[src/rtl/mmio_pkg.sv]
// Shared constants for the MMIO switch/LED controller: register offsets and default window base.
package mmio_pkg;

  localparam logic [31:0] DEFAULT_BASE_ADDR = 32'd4096;

  typedef enum logic [1:0] {
    OFF_SW   = 2'd0,
    OFF_LED  = 2'd1,
    OFF_EDGE = 2'd2,
    OFF_MASK = 2'd3
  } reg_off_e;

endpackage

[src/rtl/io_debounce.sv]
// One switch bit: 2-flop synchronizer feeding the SW_DATA bit flop.
// With MMIO_DEBOUNCE_EN the bit only follows after DEBOUNCE_CYC stable cycles.
module io_debounce #(
  parameter int unsigned DEBOUNCE_CYC = 1000
) (
  input  logic i_clk,
  input  logic i_rst_n,
  input  logic i_sw,
  output logic o_q,
  output logic o_chg
);

  logic r_s1;
  logic r_s2;
  logic r_q;
  logic w_chg;

  always_ff @(posedge i_clk or negedge i_rst_n) begin
    if (!i_rst_n) begin
      r_s1 <= 1'b0;
      r_s2 <= 1'b0;
    end else begin
      r_s1 <= i_sw;
      r_s2 <= r_s1;
    end
  end

`ifdef MMIO_DEBOUNCE_EN
  localparam int unsigned CNT_W = (DEBOUNCE_CYC > 1) ? $clog2(DEBOUNCE_CYC) : 1;
  localparam logic [CNT_W-1:0] LAST = CNT_W'(DEBOUNCE_CYC - 1);

  logic [CNT_W-1:0] r_cnt;

  // Counter holds the number of prior consecutive mismatching cycles.
  assign w_chg = (r_s2 != r_q) && (r_cnt == LAST);

  always_ff @(posedge i_clk or negedge i_rst_n) begin
    if (!i_rst_n) begin
      r_cnt <= '0;
    end else if ((r_s2 == r_q) || w_chg) begin
      r_cnt <= '0;
    end else begin
      r_cnt <= r_cnt + 1'b1;
    end
  end
`else
  assign w_chg = (r_s2 != r_q);
`endif

  always_ff @(posedge i_clk or negedge i_rst_n) begin
    if (!i_rst_n) begin
      r_q <= 1'b0;
    end else if (w_chg) begin
      r_q <= r_s2;
    end
  end

  assign o_q   = r_q;
  assign o_chg = w_chg;

endmodule

[src/rtl/mmio_io_ctrl.sv]
// Memory-mapped switch/LED block: SW_DATA, LED, EDGE (W1C) and MASK registers with irq.
// Optional switch debouncing enabled by defining MMIO_DEBOUNCE_EN.
module mmio_io_ctrl
  import mmio_pkg::*;
#(
  parameter logic [31:0] BASE_ADDR    = DEFAULT_BASE_ADDR,
  parameter int unsigned SW_W         = 16,
  parameter int unsigned LED_W        = 16,
  parameter int unsigned DEBOUNCE_CYC = 1000
) (
  input  logic              i_clk,
  input  logic              i_rst_n,
  input  logic [31:0]       i_addr,
  input  logic [31:0]       i_wdata,
  input  logic              i_wren,
  input  logic [SW_W-1:0]   i_sw,
  output logic [31:0]       o_rdata,
  output logic              o_rsel,
  output logic [LED_W-1:0]  o_led,
  output logic              o_irq
);

  logic [31:0]      w_off_full;
  logic             w_hit;
  reg_off_e         w_off;
  logic [SW_W-1:0]  w_sw_q;
  logic [SW_W-1:0]  w_sw_chg;
  logic [SW_W-1:0]  w_clr;
  logic [31:0]      w_rd;
  logic             w_wr_led;
  logic             w_wr_mask;

  logic [31:0]      r_rdata;
  logic             r_rsel;
  logic [LED_W-1:0] r_led;
  logic [SW_W-1:0]  r_edge;
  logic [SW_W-1:0]  r_mask;
  logic             r_irq;

  // Unsigned subtract keeps the window test free of BASE_ADDR+3 overflow.
  assign w_off_full = i_addr - BASE_ADDR;
  assign w_hit      = (w_off_full < 32'd4);
  assign w_off      = reg_off_e'(w_off_full[1:0]);
  assign w_wr_led   = i_wren && w_hit && (w_off == OFF_LED);
  assign w_wr_mask  = i_wren && w_hit && (w_off == OFF_MASK);
  assign w_clr      = (i_wren && w_hit && (w_off == OFF_EDGE)) ? i_wdata[SW_W-1:0] : '0;

  for (genvar g = 0; g < SW_W; g++) begin : g_sw
    io_debounce #(
      .DEBOUNCE_CYC(DEBOUNCE_CYC)
    ) u_db (
      .i_clk  (i_clk),
      .i_rst_n(i_rst_n),
      .i_sw   (i_sw[g]),
      .o_q    (w_sw_q[g]),
      .o_chg  (w_sw_chg[g])
    );
  end

  always_comb begin
    w_rd = '0;
    unique case (w_off)
      OFF_SW:   w_rd = 32'(w_sw_q);
      OFF_LED:  w_rd = 32'(r_led);
      OFF_EDGE: w_rd = 32'(r_edge);
      OFF_MASK: w_rd = 32'(r_mask);
      default:  w_rd = '0;
    endcase
  end

  // EDGE read samples the pre-clear value; a concurrent new edge beats the clear.
  always_ff @(posedge i_clk or negedge i_rst_n) begin
    if (!i_rst_n) begin
      r_rdata <= '0;
      r_rsel  <= 1'b0;
      r_led   <= '0;
      r_edge  <= '0;
      r_mask  <= '0;
      r_irq   <= 1'b0;
    end else begin
      r_rsel  <= w_hit;
      r_rdata <= w_hit ? w_rd : '0;
      r_edge  <= (r_edge & ~w_clr) | w_sw_chg;
      r_irq   <= |(r_edge & r_mask);
      if (w_wr_led)  r_led  <= i_wdata[LED_W-1:0];
      if (w_wr_mask) r_mask <= i_wdata[SW_W-1:0];
    end
  end

  assign o_rdata = r_rdata;
  assign o_rsel  = r_rsel;
  assign o_led   = r_led;
  assign o_irq   = r_irq;

endmodule

[config.mk]
export PLATFORM = sky130hd
export DESIGN_NAME = mmio_io_ctrl
export DESIGN_NICKNAME = d
export VERILOG_FILES = /design/src/rtl/mmio_pkg.sv /design/src/rtl/io_debounce.sv /design/src/rtl/mmio_io_ctrl.sv
export SDC_FILE = /design/constraint.sdc
export NUM_CORES = 1
export LEC_CHECK = 0
export CAP_MARGIN = 20
export CORE_MARGIN = 2
export CORE_UTILIZATION = 24
export CTS_CLUSTER_DIAMETER = 80
export CTS_CLUSTER_SIZE = 14
export DETAILED_ROUTE_END_ITERATION = 12
export PLACE_DENSITY = 0.51
export RECOVER_POWER = 100
export SLEW_MARGIN = 10
export SYNTH_ARGS = -nofsm -noshare
export SYNTH_HDL_FRONTEND = slang
export SYNTH_SLANG_ARGS = --single-unit
[constraint.sdc]
create_clock -name i_clk -period 1.1 [get_ports i_clk]
set_clock_uncertainty 0.1 [all_clocks]
set_input_delay 0.33 -clock i_clk [delete_from_list [all_inputs] [get_ports i_clk]]
set_output_delay 0.33 -clock i_clk [all_outputs]
set_load 0.05 [all_outputs]
==> results.py <==
metrics = {
    "synth": {
        "avgSynthCellArea_sq_um": 14.72,
        "synthCells": 321,
        "synth_cell_types": 34,
        "synth_seq_cells": 114,
        "synth_warnings": 0,
        "ys.flop_type": "dfrtp_1",
        "ys_async_sr_fraction_pct": 100.0,
        "yosysSeqAreaShare_pct": 60.38,
        "netlist_area_sq_um": 4725,
        "synth_edf_count": 0,
    },
    "drt": {
        "first_pass_iters": 4,
        "wl_per_cell_um": 16.06,
        "drc": 0,
        "drt_iter0_drc": 159,
        "wirelength_mm": 12.85,
        "viasPerCell": 4.088,
        "via_count": 3270,
        "drtAntennaViolNets": 0,
    },
    "finish": {
        "area_delta_synth_final_pct": 67.77,
        "final_cell_mix": "dfrtp_1 (114), buf_4 (72), buf_12 (42)",
        "fillers": 1831,
        "final_area_sq_um": 7926,
        "fin_nets": 605,
        "final_common_cell": "dfrtp_1",
        "diodes": 0,
        "drive_above_1_share_pct": 49.72,
    },
    "grt": {
        "grt_overflow": 0,
        "grt_start_max_net_pins": 34,
        "grt_pass1_wl_mm": 19.87,
        "grt_use_total_pct": 12.98,
        "top_usage_layer": "met2",
        "use_met1_pct": 14.85,
        "gr-usage-met3_pct": 4.205,
        "antenna_found_initial": 0,
        "grt_pass1_vias": 3651,
        "gr-usage-met2_pct": 22.95,
    },
    "placed_design": {
        "routabilityCongestion": 0.7835,
        "io_buffer_count": 100,
        "hpwl_mm": 8.897,
        "dpl_cell_area_sq_um": 6977,
    },
    "critical_path": {
        "cp-end-kind": "flip-flop",
        "reg2reg_from": "o_led[9]",
        "critPathArrivalTime_ns": 2.03,
        "r2r_cells": 3,
        "critPathKind": "in2reg",
        "path_max_fanout": 8,
        "crit_required_ns": 1.29,
        "rrSetupSlack_ns": -0.29,
        "start_kind": "primary input",
        "timing.rr.end": "o_rdata[9]",
    },
    "sta": {
        "finalSetupTns_ns": -52.54,
        "final_hold_viol_count": 0,
        "rsz0062_at_grt": "yes",
        "whs_ns": 0.2459,
        "drv_slew": 0,
        "finalCritPeriodShare_pct": 168.0,
        "finalCriticalPeriod_ns": 1.848,
        "clock.fmax_mhz": 541.1,
        "setup_ws_ns": -0.7482,
        "setup_viol": 100,
    },
    "pwr": {
        "leakage_nw": 3.835,
        "vdd_drop_max_v": 0.001092,
        "powerDensity_nw_per_um2": 1324,
    },
    "clock_tree": {
        "clk_pin_slew_ns": 0.05,
        "cts_buffers": 17,
        "ctsLongestPathBuffers": 2,
        "cts_max_level": 4,
        "cts_tree": "yes",
        "clkLatencyLatePin_ns": 0.40,
        "cts_sinks": 114,
        "clockRootBuffer": "clkbuf_16",
    },
    "status": {
        "violations": "setup timing",
        "run_status": "finished with violations",
    },
    "worst_hold_path": {
        "hold_end": "g_sw[9].u_db.r_s2",
        "worstHoldStart": "g_sw[9].u_db.r_s1",
        "hold_class": "reg2reg",
        "min_path_cells": 0,
    },
    "die": {
        "core_sq_um": 19400,
        "die_w_um": 144.3,
        "chipHeight_um": 144.3,
        "io_pins": 133,
        "start_util_pct": 24.36,
        "die-area_sq_um": 20820,
        "fp-row-count": 51,
    },
    "flow_run": {
        "max-cap-violations": 0,
    },
}
-- state kept, by name (all words and copies together) (netlist names) --
signal,count
o_rdata,16
g_sw.u_db.o_q,16
r_edge,16
r_mask,16
o_led,16
o_rsel,1
g_sw.u_db.r_s1,16
o_irq,1
g_sw.u_db.r_s2,16
-- cell type report --
| cell class | count | area, sq um | share of cell area (%) |
|---|---|---|---|
| flip-flops and latches | 114 | 2853 | 35.99 |
| repair buffers | 209 | 2352 | 29.68 |
| multi-input cells | 147 | 1678 | 21.17 |
| clock buffers | 19 | 452.9 | 5.714 |
| well taps | 265 | 331.6 | 4.183 |
| clock inverters | 13 | 135.1 | 1.705 |
| inverters | 33 | 123.9 | 1.563 |
-- cell usage after synthesis (all sizes together), types with 3 or more instances --
library cell	number	area (sq um)
a221o	16	160.2
o22ai	16	100.1
a221oi	4	35.03
dfrtp	114	2853
mux2	32	435.4
inv	33	123.9
clkbuf	20	75.07
buf	22	172.7
mux4	16	360.4
nor3	3	25.02
nor4	5	65.07
nand4	4	46.29
and3	17	106.4
a22o	4	35.03
-- per-layer routing --
| layer | vias up | wire, um |
|---|---|---|
| li1 | 1521 | - |
| met1 | 1661 | 5162 |
| met4 | 0 | 215 |
| met2 | 74 | 6889 |
| met5 | - | 0 |
| met3 | 14 | 579 |
-- cells by family (layout without fill, tap and decap cells) --
kind of cell | Yosys count | in the layout | share of synthesized area, %
flops | 114 | 114 | 60.38
buf+inv | 75 | 274 | 7.865
mux | 48 | 48 | 16.84
compound gates | 42 | 42 | 7.256
simple gates | 40 | 40 | 7.389
other cells | 1 | 16 | 0.07937
xor+xnor | 1 | 1 | 0.1854
-- critical path, stage by stage --
cell       delay (ns)
clkbuf_2         0.09
nor4_2           0.28
nand4_2          0.18
nor4b_4          0.27
buf_4            0.16
buf_6            0.09
nand4_4          0.12
clkbuf_16        0.21
a221o_1          0.29
-- where the power goes --
part | switching, mW | internal [mW]
Sequential | 0.0416 | 4.29
Clock | 1.92 | 3.44
Combinational | 0.425 | 0.391
Total | 2.38 | 8.12
-- how the worst max path moves through the flow --
stage | depth (start not counted) | start | slack (ns) | end
3_5_place_dp | 8 | i_addr[5] | -1.49 | r_edge[0]
4_1_cts | 11 | i_addr[16] | -0.84 | o_led[0]
2_1_floorplan | 6 | i_addr[31] | -0.94 | r_mask[10]
5_1_grt | 9 | i_addr[28] | -0.80 | r_edge[1]
3_3_place_gp | 8 | i_addr[5] | -1.47 | o_led[10]
6_report | 9 | i_addr[24] | -0.75 | r_edge[1]
-- timing repair --
item,4_1_cts,5_1_grt
resized for setup,119,27
hold buffers,1,0
pin swaps,16,14
setup endpoints to repair,100,100
hold endpoints to repair,114,0
gates cloned,4,0
buffers inserted,19,2
-- metrics by stage --
step | setup WS (ns) | power, mW | instances | util, %
after floorplan | -0.9442 | 4.751 | 336 | -
after global placement | -1.469 | 5.219 | 744 | 35.96
after detailed placement | -1.493 | 5.236 | 744 | 35.96
after CTS | -0.8405 | 10.67 | 799 | 40.74
after global routing | -0.7971 | 10.92 | 800 | 40.86
final | -0.7482 | 10.50 | 800 | 40.86
Power figures use the tool's default switching activity.
